===== config.mk =====
export PLATFORM = sky130hd
export DESIGN_NAME = q_sys_in_port_err_capture
export DESIGN_NICKNAME = d
export VERILOG_FILES = /design/src/rtl/q_sys_pio_pkg.sv /design/src/rtl/q_sys_pio_sync_edge.sv /design/src/rtl/q_sys_in_port_err_capture.sv
export SDC_FILE = /design/constraint.sdc
export NUM_CORES = 1
export LEC_CHECK = 0
export BUFFER_PORTS_ARGS = -buffer_cell sky130_fd_sc_hd__buf_2
export CAP_MARGIN = 5
export CORE_ASPECT_RATIO = 1.2
export CORE_MARGIN = 2
export CORE_UTILIZATION = 30
export DETAILED_ROUTE_END_ITERATION = 12
export MAX_ROUTING_LAYER = met4
export PLACE_DENSITY = 0.47
export SLEW_MARGIN = 5
export SYNTH_ARGS = -nofsm -noshare
export SYNTH_HDL_FRONTEND = slang
export SYNTH_SLANG_ARGS = --single-unit

===== constraint.sdc =====
create_clock -name clk -period 2.4 [get_ports clk]
set_input_delay 0.48 -clock clk [delete_from_list [all_inputs] [get_ports clk]]
set_output_delay 0.48 -clock clk [all_outputs]
set_load 0.1 [all_outputs]

===== src/rtl/q_sys_pio_pkg.sv =====
// Shared definitions for the Qsys error-flag input PIO.
//   - Register addresses on the s1 slave (2-bit word address).
//   - Edge-capture mode encodings for the EDGE_MODE parameter.
package q_sys_pio_pkg;

  localparam logic [1:0] ADDR_DATA    = 2'd0;
  localparam logic [1:0] ADDR_MASK    = 2'd1;
  localparam logic [1:0] ADDR_CAPTURE = 2'd2;
  localparam logic [1:0] ADDR_COUNT   = 2'd3;

  localparam int EDGE_RISE = 0;
  localparam int EDGE_FALL = 1;
  localparam int EDGE_ANY  = 2;

endpackage


===== src/rtl/q_sys_pio_sync_edge.sv =====
// Synchroniser, previous-sample register, arming counter and edge detector
// for the error-flag input port.
// Ports:
//   clk, reset    rising-edge clock, synchronous active-high reset
//   in_port       asynchronous flag inputs
//   s             synchronised flags (output of the last sync flop)
//   e             one-cycle edge vector, forced to 0 until armed
module q_sys_pio_sync_edge
  import q_sys_pio_pkg::*;
#(
  parameter int WIDTH       = 20,
  parameter int SYNC_STAGES = 2,
  parameter int EDGE_MODE   = EDGE_RISE
) (
  input  logic             clk,
  input  logic             reset,
  input  logic [WIDTH-1:0] in_port,
  output logic [WIDTH-1:0] s,
  output logic [WIDTH-1:0] e
);

  // The chain, prev and arming all come out of reset at zero; armed rises
  // SYNC_STAGES+1 edges after reset so the one cycle where s has caught up
  // with a static input but prev has not is masked out.
  localparam int ARM_CYCLES = SYNC_STAGES + 1;

  logic [WIDTH-1:0] sync_q [SYNC_STAGES];
  logic [WIDTH-1:0] prev_q;
  logic [2:0]       warm_cnt;
  logic             armed_q;
  logic [WIDTH-1:0] edge_raw;

  always_ff @(posedge clk) begin
    if (reset) begin
      for (int i = 0; i < SYNC_STAGES; i++) sync_q[i] <= '0;
      prev_q   <= '0;
      warm_cnt <= '0;
      armed_q  <= 1'b0;
    end else begin
      sync_q[0] <= in_port;
      for (int i = 1; i < SYNC_STAGES; i++) sync_q[i] <= sync_q[i-1];
      prev_q <= s;
      if (!armed_q) begin
        warm_cnt <= warm_cnt + 3'd1;
        if (warm_cnt == 3'(ARM_CYCLES - 1)) armed_q <= 1'b1;
      end
    end
  end

  assign s = sync_q[SYNC_STAGES-1];

  always_comb begin
    edge_raw = '0;
    case (EDGE_MODE)
      EDGE_RISE: edge_raw = s & ~prev_q;
      EDGE_FALL: edge_raw = ~s & prev_q;
      default:   edge_raw = s ^ prev_q;
    endcase
  end

  assign e = armed_q ? edge_raw : '0;

endmodule


===== src/rtl/q_sys_in_port_err_capture.sv =====
// Avalon-MM input PIO (slave s1) for arithmetic-datapath error flags:
// synchronised DATA, per-bit edge CAPTURE with write-1-to-clear, interrupt
// MASK with a level irq, and a saturating event COUNT.
// Ports:
//   clk, reset            rising-edge clock, synchronous active-high reset
//   address               register select (DATA/MASK/CAPTURE/COUNT)
//   chipselect, write_n   a write happens in any cycle with chipselect=1 and
//                         write_n=0; there is no wait state
//   writedata             write data, bits at or above WIDTH ignored
//   in_port               asynchronous error-flag inputs
//   readdata              registered mux of the register at 'address'; the
//                         value for an address presented in cycle N appears
//                         in cycle N+1. Reads have no side effects.
//   irq                   level interrupt, |(capture & mask), registered
module q_sys_in_port_err_capture
  import q_sys_pio_pkg::*;
#(
  parameter int WIDTH       = 20,
  parameter int SYNC_STAGES = 2,
  parameter int EDGE_MODE   = EDGE_RISE,
  parameter int CNT_WIDTH   = 16
) (
  input  logic             clk,
  input  logic             reset,
  input  logic [1:0]       address,
  input  logic             chipselect,
  input  logic             write_n,
  input  logic [31:0]      writedata,
  input  logic [WIDTH-1:0] in_port,
  output logic [31:0]      readdata,
  output logic             irq
);

  logic [WIDTH-1:0]     s;
  logic [WIDTH-1:0]     e;
  logic [WIDTH-1:0]     mask_q, mask_next;
  logic [WIDTH-1:0]     capture_q, capture_next;
  logic [WIDTH-1:0]     clr;
  logic [CNT_WIDTH-1:0] cnt_q, cnt_next;
  logic [31:0]          rd_mux;
  logic                 wr_en;
  logic                 any_e;
  logic                 unused_wdata;

  q_sys_pio_sync_edge #(
    .WIDTH       (WIDTH),
    .SYNC_STAGES (SYNC_STAGES),
    .EDGE_MODE   (EDGE_MODE)
  ) u_sync_edge (
    .clk     (clk),
    .reset   (reset),
    .in_port (in_port),
    .s       (s),
    .e       (e)
  );

  assign wr_en        = chipselect & ~write_n;
  assign any_e        = |e;
  assign unused_wdata = ^writedata;

  always_comb begin
    clr       = '0;
    mask_next = mask_q;
    cnt_next  = cnt_q;
    if (wr_en && address == ADDR_CAPTURE) clr = writedata[WIDTH-1:0];
    if (wr_en && address == ADDR_MASK) mask_next = writedata[WIDTH-1:0];
    // Clear is applied before OR-ing in new edges, so a same-cycle set wins.
    capture_next = (capture_q & ~clr) | e;
    if (wr_en && address == ADDR_COUNT) begin
      // A clear racing an event keeps that event.
      cnt_next = any_e ? CNT_WIDTH'(1) : '0;
    end else if (any_e && cnt_q != '1) begin
      cnt_next = cnt_q + CNT_WIDTH'(1);
    end
  end

  always_comb begin
    rd_mux = '0;
    case (address)
      ADDR_DATA:    rd_mux[WIDTH-1:0]     = s;
      ADDR_MASK:    rd_mux[WIDTH-1:0]     = mask_q;
      ADDR_CAPTURE: rd_mux[WIDTH-1:0]     = capture_q;
      default:      rd_mux[CNT_WIDTH-1:0] = cnt_q;
    endcase
  end

  always_ff @(posedge clk) begin
    if (reset) begin
      mask_q    <= '0;
      capture_q <= '0;
      cnt_q     <= '0;
      readdata  <= '0;
      irq       <= 1'b0;
    end else begin
      mask_q    <= mask_next;
      capture_q <= capture_next;
      cnt_q     <= cnt_next;
      readdata  <= rd_mux;
      // Built from next-state values so clears and mask writes drop irq
      // on the same edge that updates the registers.
      irq       <= |(capture_next & mask_next);
    end
  end

endmodule


==> results of run 1 <==
==> worst max-delay path: stages, from the launching register on <==
cell and delay (ns):
dfxtp_1 0.33, nor2b_4 0.14, a2111oi_2 0.46, nand3_1 0.23
o31ai_4 0.27, buf_4 0.29, or4_1 0.18, a21oi_2 0.05
==> metal layers <==
layer	GRT usage (%)	wire, um
met5	-	0
met4	6.88	255
met3	3.69	464
met2	23.7	6660
met1	18.8	6420
==> synthesized netlist by cell type, types with 4 or more instances <==
cell type / count / share of area, %
dfxtp_1: 141 / 51
nand3_1: 10 / 0.90
a21oi_1: 13 / 1.2
o22ai_1: 10 / 1.1
buf_4: 13 / 1.7
clkbuf_1: 19 / 1.3
nor2_1: 58 / 3.9
buf_2: 9 / 0.81
o31ai_1: 8 / 1.1
or4_1: 9 / 1.2
nor2b_4: 4 / 0.99
inv_1: 6 / 0.40
mux4_2: 16 / 6.4
mux2i_1: 25 / 4.5
nand4_1: 5 / 0.56
nand2_1: 32 / 2.1
a22oi_1: 14 / 1.9
nor2b_1: 93 / 10
a32oi_1: 4 / 0.63
==> cell type report <==
type | instances | share of cell area [%]
diodes | 1 | 0.0373
clock buffers | 17 | 6.34
clock inverters | 14 | 1.83
inverters | 6 | 0.335
multi-input cells | 357 | 37.8
flip-flops and latches | 141 | 42.0
well taps | 224 | 4.17
repair buffers | 82 | 7.49
==> worst min-delay path by stage <==
stage               cells after the start                     start  slack (ns)                        end
floorplan                               1  u_sync_edge.sync_q[0][0]        0.41  u_sync_edge.sync_q[0][20]
finish                                  2                in_port[4]        0.27   u_sync_edge.sync_q[0][4]
detailed placement                      1  u_sync_edge.sync_q[0][0]        0.42  u_sync_edge.sync_q[0][20]
global placement                        1  u_sync_edge.sync_q[0][4]        0.42  u_sync_edge.sync_q[0][24]
CTS                                     2                in_port[4]        0.24   u_sync_edge.sync_q[0][4]
global route                            2               in_port[10]        0.25  u_sync_edge.sync_q[0][10]
==> state kept, by name (all words and copies together), names as in the netlist <==
| name | flops |
|---|---|
| u_sync_edge.warm_cnt | 3 |
| capture_q | 20 |
| irq | 1 |
| cnt_q | 16 |
| mask_q | 20 |
| u_sync_edge.prev_q | 20 |
| u_sync_edge.armed_q | 1 |
| u_sync_edge.sync_q | 40 |
| readdata | 20 |
==> through the flow <==
stage	total power [uW]	worst slack, ns	hold WS, ns
after detailed placement	3290	0.101	0.421
after global routing	5930	0.197	0.253
after global placement	3280	0.172	0.421
after CTS	5750	0.283	0.244
after floorplan	3110	0.356	0.414
final	5670	0.300	0.265
==> cells in the final DEF, fill, tap and decap left out, types with 6 or more instances in the layout <==
cell type  netlist  layout
buf_2            9      65
or4_1            9       9
conb_1           1      12
nor2b_1         93      93
inv_1            6       6
mux4_2          16      16
buf_4           13      13
o31ai_1          8       8
clkbuf_16        0      17
nand3_1         10      10
a22oi_1         14      14
dfxtp_1        141     141
nor2_1          58      58
o22ai_1         10      10
a21oi_1         13      13
nand2_1         32      32
mux2i_1         25      25
==> where the power goes <==
group          total, uW  switching [uW]  internal [uW]
Sequential          2520            78.6           2450
Combinational        710             466            244
Clock               2430            1020           1410
==> cell families after synthesis <==
| kind of cell | synth area share [%] |
|---|---|
| XOR/XNOR | 0.314 |
| other | 0.0671 |
| AND/OR/NAND/NOR | 22.5 |
| flip-flops | 50.5 |
| AO/OA/AOI/OAI | 9.83 |
| adder cells (fa/ha/maj) | 0.672 |
| multiplexers | 10.9 |
| buffers and inverters | 5.13 |
==> metrics, run 1 <==
status complete, no violations; Placed Cells 810; Antenna Violating Nets Remaining 0; Max Freq 476 MHz; DIE WIDTH ~130 um; Worst setup EP type register; Placed Area 6160 sq um; Sink Count ~140; sequential element share of the synthesized area 50.5%; Port Buffers 66; Num CTS Buffers 17; worst reg2reg setup slack 0.30 ns; crit start category register; Yosys reg bits 141; # setup viols final 0; mapped cell area between 5000 and 6000 sq um; CTS max path bufs 2; CTS Hold Bufs 0; TNS Setup 0 ns; DR vias 4030; Worst Hold Class in -> reg; Remaining DRCs 0; Leak 0.00260 uW; core region area 18200 sq um; Via density roughly 4.8; Ports 91; DIE AREA 19700 sq um; utilization after layout a little under two fifths; Filler cells 1830; Max Clock Skew 0.0109 ns; number of flops mapped to enable cells by yosys 0; VDD IR-drop max 0.446 mV; critical path class reg -> reg; area of the multi-input gates 2530 sq um; Max-Cap Viols 0; Finished Cell Area between 6000 and 7000 sq um; CTS root buffer clkbuf_16; largest fanout on the critical path 23; GRT Total Usage 15.3%; Pins Over Slew Limit 0; RSZ-0062 raised after global routing false; Clock Pin Slew Worst Setup and Hold Paths around 0.06 ns; min Tclk post-route 2.10 ns; cells after synthesis roughly 540; crit path capture cnt_q[7]; CP Launch Point u_sync_edge.sync_q[0][23]; RR Startpoint u_sync_edge.sync_q[0][23]; Worst EP arrival 2.39 ns; P per Cell Area 844 nW/um^2; first drt pass iteration count 4; Syn Area/Cell 10.4 sq um; Site Rows 54; reg2reg path depth 7; post-DP HPWL 9.52 mm; vias in the first global route between 4000 and 5000; # H-tree levels 4; GP Congestion approximately 0.84; Synth Warn # 0; final hold vios 0; worst slew pin tran 0.569 ns; share of cells above drive strength 1 24.0%; Syn-to-layout area delta 20.2%; Post-synth ARST share 0%; Post-synth top flop dfxtp_1; pin count of the biggest net entering global routing 127; Starting Density 30.6%; buffers inserted by post-CTS timing repair 0; initial antenna violation count 1; CTS tree yes; worst endpoint required time 2.69 ns; crit share post-route about 90%; Slew HR 62.0%; Routed Wire Length approximately 14 mm; initial DRC count 336; library cells used by synthesis 49; Die Height 154 um; DR WL/cell around 16 um; Reg area 2820 sq um; final layout net count 666; Skew-Pair Late Insertion Delay 0.42 ns; worst r2r dst cnt_q[7]; total grt overflow 0; Post-CTS Resized 0; first-pass GRT wire length approximately 22 mm; fin cells around 840
Power figures use the tool's default switching activity.
==> inputs of run 2 (changes only) <==
--- a/config.mk
+++ b/config.mk
@@ -11,7 +11,6 @@
 export CORE_MARGIN = 2
 export CORE_UTILIZATION = 30
 export DETAILED_ROUTE_END_ITERATION = 12
-export MAX_ROUTING_LAYER = met4
 export PLACE_DENSITY = 0.47
 export SLEW_MARGIN = 5
 export SYNTH_ARGS = -nofsm -noshare
==> metrics, run 2 (synthesis gave the netlist of run 1 again) <==
initial DRC count 314 (was 336); Reg with most FFs u_sync_edge.sync_q (unchanged); worst endpoint required time 2.70 ns (was 2.69 ns); Final Power 5670 uW (about the same); vias in the first global route 4065 (was 4058); GP Congestion 0.820 (was 0.836); Filler cells 1830 (unchanged); Post-CTS Resized 0 (unchanged); Num CTS Buffers 17 (unchanged); Max Clock Skew 0.00985 ns (was 0.0109 ns); Ports 91 (unchanged); crit path cell chain nor2b_4 -> a2111oi_2 -> nand3_1 -> o31ai_4 -> buf_4 -> or4_1 -> a21oi_2 (unchanged); worst slew pin tran 0.597 ns (was 0.569 ns); CP Launch Point u_sync_edge.sync_q[0][23] (unchanged); Leak 0.00260 uW (unchanged); Slowest cell on crit path a2111oi_2 (unchanged); DR vias 4028 (was 4030); Max Freq 477 MHz (was 476 MHz); Sink Count 141 (unchanged); # setup viols final 0 (unchanged); GRT Total Usage 14.8% (was 15.3%); status complete, no violations (unchanged); share of cells above drive strength 1 24.0% (unchanged); Worst EP arrival 2.39 ns (about the same); Worst Hold Class in -> reg (unchanged); Placed Area 6160 sq um (unchanged); Syn-to-layout area delta 20.1% (was 20.2%); CTS Hold Bufs 0 (unchanged); DIE AREA 19700 sq um (unchanged); crit path capture cnt_q[7] (unchanged); crit start category register (unchanged); Levels on crit path 7 (unchanged); DR WL/cell 16.4 um (about the same); Finished Cell Area 6710 sq um (about the same); fin cells 841 (was 842); reg2reg path depth 7 (unchanged); Die Height 154 um (unchanged); post-DP HPWL 9.52 mm (unchanged); worst reg2reg setup slack 0.30 ns (about the same); Max-Cap Viols 0 (unchanged); P per Cell Area 845 nW/um^2 (was 844 nW/um^2); min Tclk post-route 2.10 ns (about the same); crit-path max cell delay 0.47 ns (was 0.46 ns); Placed Cells 810 (unchanged); Antenna Violating Nets Remaining 0 (unchanged); Remaining DRCs 0 (unchanged); commonest non-fill, non-tap cell in the layout dfxtp_1 (unchanged); commonest non-fill, non-tap cells in the layout 141 x dfxtp_1, 93 x nor2b_1, 65 x buf_2 (unchanged); critical path class reg -> reg (unchanged); Port Buffers 66 (unchanged); Clock Pin Slew Worst Setup and Hold Paths 0.06 ns (about the same); worst r2r dst cnt_q[7] (unchanged); crit share post-route 87.3% (was 87.5%); Buf/Inv on CP 1 (unchanged); first-pass GRT wire length 22.2 mm (about the same); Worst setup EP type register (unchanged); CTS tree yes (unchanged); final layout net count 666 (unchanged); RR Startpoint u_sync_edge.sync_q[0][23] (unchanged); worst hold slack 0.267 ns (was 0.265 ns); Skew-Pair Late Insertion Delay 0.42 ns (about the same); Slew HR 60.2% (was 62.0%); buffers inserted by post-CTS timing repair 0 (unchanged); # H-tree levels 4 (unchanged); total grt overflow 0 (unchanged); Via density 4.79 (about the same); Starting Density 30.6% (unchanged); largest fanout on the critical path 23 (unchanged); CTS max path bufs 2 (unchanged); Routed Wire Length 13.8 mm (about the same); DIE WIDTH 129 um (unchanged); core region area 18200 sq um (unchanged); TNS Setup 0 ns (unchanged); VDD IR-drop max 0.446 mV (about the same); max reg flops 40 (unchanged); Pins Over Slew Limit 0 (unchanged); pin count of the biggest net entering global routing 127 (unchanged); antenna cell count 0 (was 1); RSZ-0062 raised after global routing false (unchanged); final hold vios 0 (unchanged); CP top delay family compound AO/OA/AOI/OAI gates (unchanged); CTS root buffer clkbuf_16 (unchanged); Site Rows 54 (unchanged); initial antenna violation count 1 (unchanged); first drt pass iteration count 5 (was 4)
==> run 2: changes by cell type in the layout (fill, tap and decap cells not counted), sizes merged <==
cell / delta
diode: -1
==> run 2: area by class of cell <==
type                    count  area (sq um)  area share, %
repair buffers             82           503           7.49
flip-flops and latches    141          2820           42.1
well taps                 224           280           4.18
clock inverters            14           123           1.83
multi-input cells         357          2530           37.8
inverters                   6          22.5          0.336
clock buffers              17           425           6.34
==> run 2: per-layer routing <==
| metal | share of wire [%] | global-route usage (%) | wire (um) | up-vias |
|---|---|---|---|---|
| met5 | 0.087 | 0 | 12 | - |
| met4 | 2.1 | 6.73 | 285 | 2 |
| met3 | 3.9 | 3.83 | 531 | 19 |
| met2 | 49 | 23.8 | 6700 | 87 |
| met1 | 45 | 18.6 | 6240 | 1939 |
| li1 | - | - | - | 1981 |
==> run 2: power breakdown <==
group          total (uW)  internal, uW  switching [uW]  leakage (uW)
Sequential           2520          2450            78.5       0.00115
Combinational         712           244             468       0.00119
Clock                2430          1410            1020      0.000257
Total                5670          4100            1570       0.00260
==> run 2: per-stage QoR <==
stage	setup slack (ns)	utilization [%]
after floorplan	0.356	-
after global placement	0.172	33.8
after detailed placement	0.101	33.8
after CTS	0.283	36.8
after global routing	0.197	36.8
final	0.305	36.8
==> run 2: worst min-delay path by stage <==
stage                        startpoint  depth (start not counted)                         to  slack [ns]
2_1_floorplan  u_sync_edge.sync_q[0][0]                          1  u_sync_edge.sync_q[0][20]        0.41
3_3_place_gp   u_sync_edge.sync_q[0][4]                          1  u_sync_edge.sync_q[0][24]        0.42
3_5_place_dp   u_sync_edge.sync_q[0][0]                          1  u_sync_edge.sync_q[0][20]        0.42
4_1_cts                      in_port[4]                          2   u_sync_edge.sync_q[0][4]        0.24
5_1_grt                     in_port[10]                          2  u_sync_edge.sync_q[0][10]        0.25
6_report                     in_port[4]                          2   u_sync_edge.sync_q[0][4]        0.27
==> inputs of run 3 (changes only) <==
--- a/config.mk
+++ b/config.mk
@@ -5,6 +5,7 @@
 export SDC_FILE = /design/constraint.sdc
 export NUM_CORES = 1
 export LEC_CHECK = 0
+export ABC_AREA = 1
 export BUFFER_PORTS_ARGS = -buffer_cell sky130_fd_sc_hd__buf_2
 export CAP_MARGIN = 5
 export CORE_ASPECT_RATIO = 1.2
@@ -16,3 +17,4 @@
 export SYNTH_ARGS = -nofsm -noshare
 export SYNTH_HDL_FRONTEND = slang
 export SYNTH_SLANG_ARGS = --single-unit
+export TNS_END_PERCENT = 50
==> metrics, run 3 <==
status complete, no violations (unchanged); Starting Density 30.5% (was 30.6%); initial antenna violation count 0 (was 1); Worst EP arrival 2.26 ns (was 2.39 ns); crit path capture cnt_q[2] (was cnt_q[7]); CP Launch Point cnt_q[1] (was u_sync_edge.sync_q[0][23]); DIE AREA 21000 sq um (was 19700 sq um); Die Height 158 um (was 154 um); Synth Warn # 0 (unchanged); Filler cells 2134 (was 1830); Yosys reg bits 141 (unchanged); initial DRC count 208 (was 314); largest family of logic cells by synthesized area simple AND/OR/NAND/NOR gates (unchanged); CTS Hold Bufs 0 (unchanged); final layout net count 966 (was 666); max reg flops 40 (unchanged); share of cells above drive strength 1 15.5% (was 24.0%); DIE WIDTH 133 um (was 129 um); Remaining DRCs 0 (unchanged); Syn Area/Cell 7.18 sq um (was 10.4 sq um); commonest non-fill, non-tap cells in the layout 220 x nand2_1, 141 x dfxtp_1, 130 x inv_1 (was 141 x dfxtp_1, 93 x nor2b_1, 65 x buf_2); worst r2r dst cnt_q[2] (was cnt_q[7]); Slew HR 66.6% (was 60.2%); antenna cell count 0 (unchanged); Antenna Violating Nets Remaining 0 (unchanged); cells taking the most area after synthesis dfxtp_1 47%, nand2_1 14%, inv_1 8.2% (was dfxtp_1 51%, nor2b_1 10%, mux4_2 6.4%); first drt pass iteration count 4 (was 5); Worst setup EP type register (unchanged); Post-synth ARST share 0% (unchanged); commonest non-fill, non-tap cell in the layout nand2_1 (was dfxtp_1); VDD IR-drop max 0.522 mV (was 0.446 mV); vias in the first global route 4586 (was 4065); Max-Cap Viols 0 (unchanged); top cell type by total area after synthesis dfxtp_1 (unchanged); Placed Area 6590 sq um (was 6160 sq um); GRT Total Usage 15.1% (was 14.8%); Worst Hold Class in -> reg (unchanged); RR Startpoint cnt_q[1] (was u_sync_edge.sync_q[0][23]); crit share post-route 81.6% (was 87.3%); # setup viols final 0 (unchanged); Synth Area in XOR/XNOR 0.587% (was 0.313%); buffers inserted by post-CTS timing repair 0 (unchanged); Commonest cells post-synth 220 x nand2_1, 141 x dfxtp_1, 130 x inv_1 (was 141 x dfxtp_1, 93 x nor2b_1, 58 x nor2_1); CTS tree yes (unchanged); # H-tree levels 4 (unchanged); post-synthesis compound-gate area fraction 10.4% (was 9.83%); number of flops mapped to enable cells by yosys 0 (unchanged); reg2reg path depth 10 (was 7); Reg with most FFs u_sync_edge.sync_q (unchanged); Syn-to-layout area delta 19.6% (was 20.1%); pin count of the biggest net entering global routing 105 (was 127); post-DP HPWL 11.1 mm (was 9.52 mm); Synth Area in Simple Gates 27.9% (was 22.5%); RSZ-0062 raised after global routing false (unchanged); Leak 0.00341 uW (was 0.00260 uW); mapped cell area 5960 sq um (was 5590 sq um); final hold vios 0 (unchanged); worst slew pin tran 0.501 ns (was 0.597 ns); area share of fa/ha/maj cells after synthesis 0.629% (was 0.672%); Clock Pin Slew Worst Setup and Hold Paths 0.06 ns (about the same); core region area 19500 sq um (was 18200 sq um); CTS max path bufs 2 (unchanged); mux cell area share after synthesis 0% (was 10.9%); area share of the largest cell type after synthesis 47.3% (was 50.5%); Ports 91 (unchanged); most frequent cell after synthesis nand2_1 (was dfxtp_1); worst hold slack 0.260 ns (was 0.267 ns); Post-CTS Resized 0 (unchanged); sequential element share of the synthesized area 47.3% (was 50.5%); cells after synthesis 831 (was 539); Routed Wire Length 15.4 mm (was 13.8 mm); total grt overflow 0 (unchanged); Sink Count 141 (unchanged); critical path class reg -> reg (unchanged); Skew-Pair Late Insertion Delay 0.42 ns (about the same); utilization after layout 36.5% (was 36.8%); Num CTS Buffers 17 (unchanged); first-pass GRT wire length 24.4 mm (was 22.2 mm); DR WL/cell 13.0 um (was 16.4 um); P per Cell Area 822 nW/um^2 (was 845 nW/um^2); Max Freq 511 MHz (was 477 MHz); CTS root buffer clkbuf_16 (unchanged); Post-synth top flop dfxtp_1 (unchanged); worst endpoint required time 2.70 ns (about the same); largest fanout on the critical path 13 (was 23); min Tclk post-route 1.96 ns (was 2.10 ns); Via density 4.15 (was 4.79); DR vias 4892 (was 4028); library cells used by synthesis 35 (was 49); worst reg2reg setup slack 0.44 ns (was 0.30 ns); Port Buffers 66 (unchanged); crit start category register (unchanged); Finished Cell Area 7130 sq um (was 6710 sq um); TNS Setup 0 ns (unchanged); Site Rows 56 (was 54); Max Clock Skew 0.00779 ns (was 0.00985 ns); Pins Over Slew Limit 0 (unchanged); GP Congestion 0.811 (was 0.820)
[run 3: worst max-delay path, stage by stage, from the launching register on]
cell     delay, ns
dfxtp_1       0.38
ha_1          0.19
nand2_1       0.08
inv_2         0.09
nand3_2       0.09
nor2_1        0.21
nand4_2       0.20
nand2_4       0.22
nand2_2       0.19
nor2_1        0.14
nor2_1        0.06
[run 3: routing by layer]
metal | routed length (um) | track usage, %
met1 | 7080 | 18.2
met2 | 7670 | 27.0
met3 | 412 | 3.06
met4 | 208 | 5.12
met5 | 0 | 0
[run 3: worst min-delay path by stage]
stage / start / to / slack, ns / depth (start not counted)
after floorplan: u_sync_edge.sync_q[0][0] / u_sync_edge.sync_q[0][20] / 0.39 / 2
after global placement: u_sync_edge.sync_q[0][19] / u_sync_edge.sync_q[0][39] / 0.39 / 2
after detailed placement: u_sync_edge.sync_q[0][15] / u_sync_edge.sync_q[0][35] / 0.39 / 2
after CTS: in_port[4] / u_sync_edge.sync_q[0][4] / 0.24 / 3
after global routing: in_port[15] / u_sync_edge.sync_q[0][15] / 0.26 / 3
final: in_port[6] / u_sync_edge.sync_q[0][6] / 0.26 / 3
[run 3: power breakdown]
group	internal [uW]	leakage, uW	switching [uW]	total (uW)
combinational	288	0.00201	639	928
clock	1390	0.000257	992	2380
sequential	2470	0.00115	83.8	2550
[run 3: through the flow]
step	cells	worst slack (ns)	power [uW]
after global routing	1178	0.226	6160
after global placement	1147	0.246	3550
after floorplan	842	0.679	3280
after detailed placement	1147	0.248	3550
after CTS	1178	0.386	5970
final	1178	0.442	5860
[run 3: cell families (layout without fill, tap and decap cells)]
group | count (synthesis) | after routing
fa+ha+maj | 3 | 3
compound gates | 103 | 103
buf+inv | 179 | 254
flops | 141 | 141
other cells | 1 | 12
xor+xnor | 4 | 4
simple gates | 400 | 400
[run 3: final cells by class]
class                   instances  area [sq um]  area share (%)
clock buffers                  21           470            6.60
clock inverters                10          67.6           0.948
inverters                     135           509            7.14
multi-input cells             522          2400            33.6
flip-flops and latches        141          2820            39.6
well taps                     261           327            4.58
repair buffers                 88           536            7.51
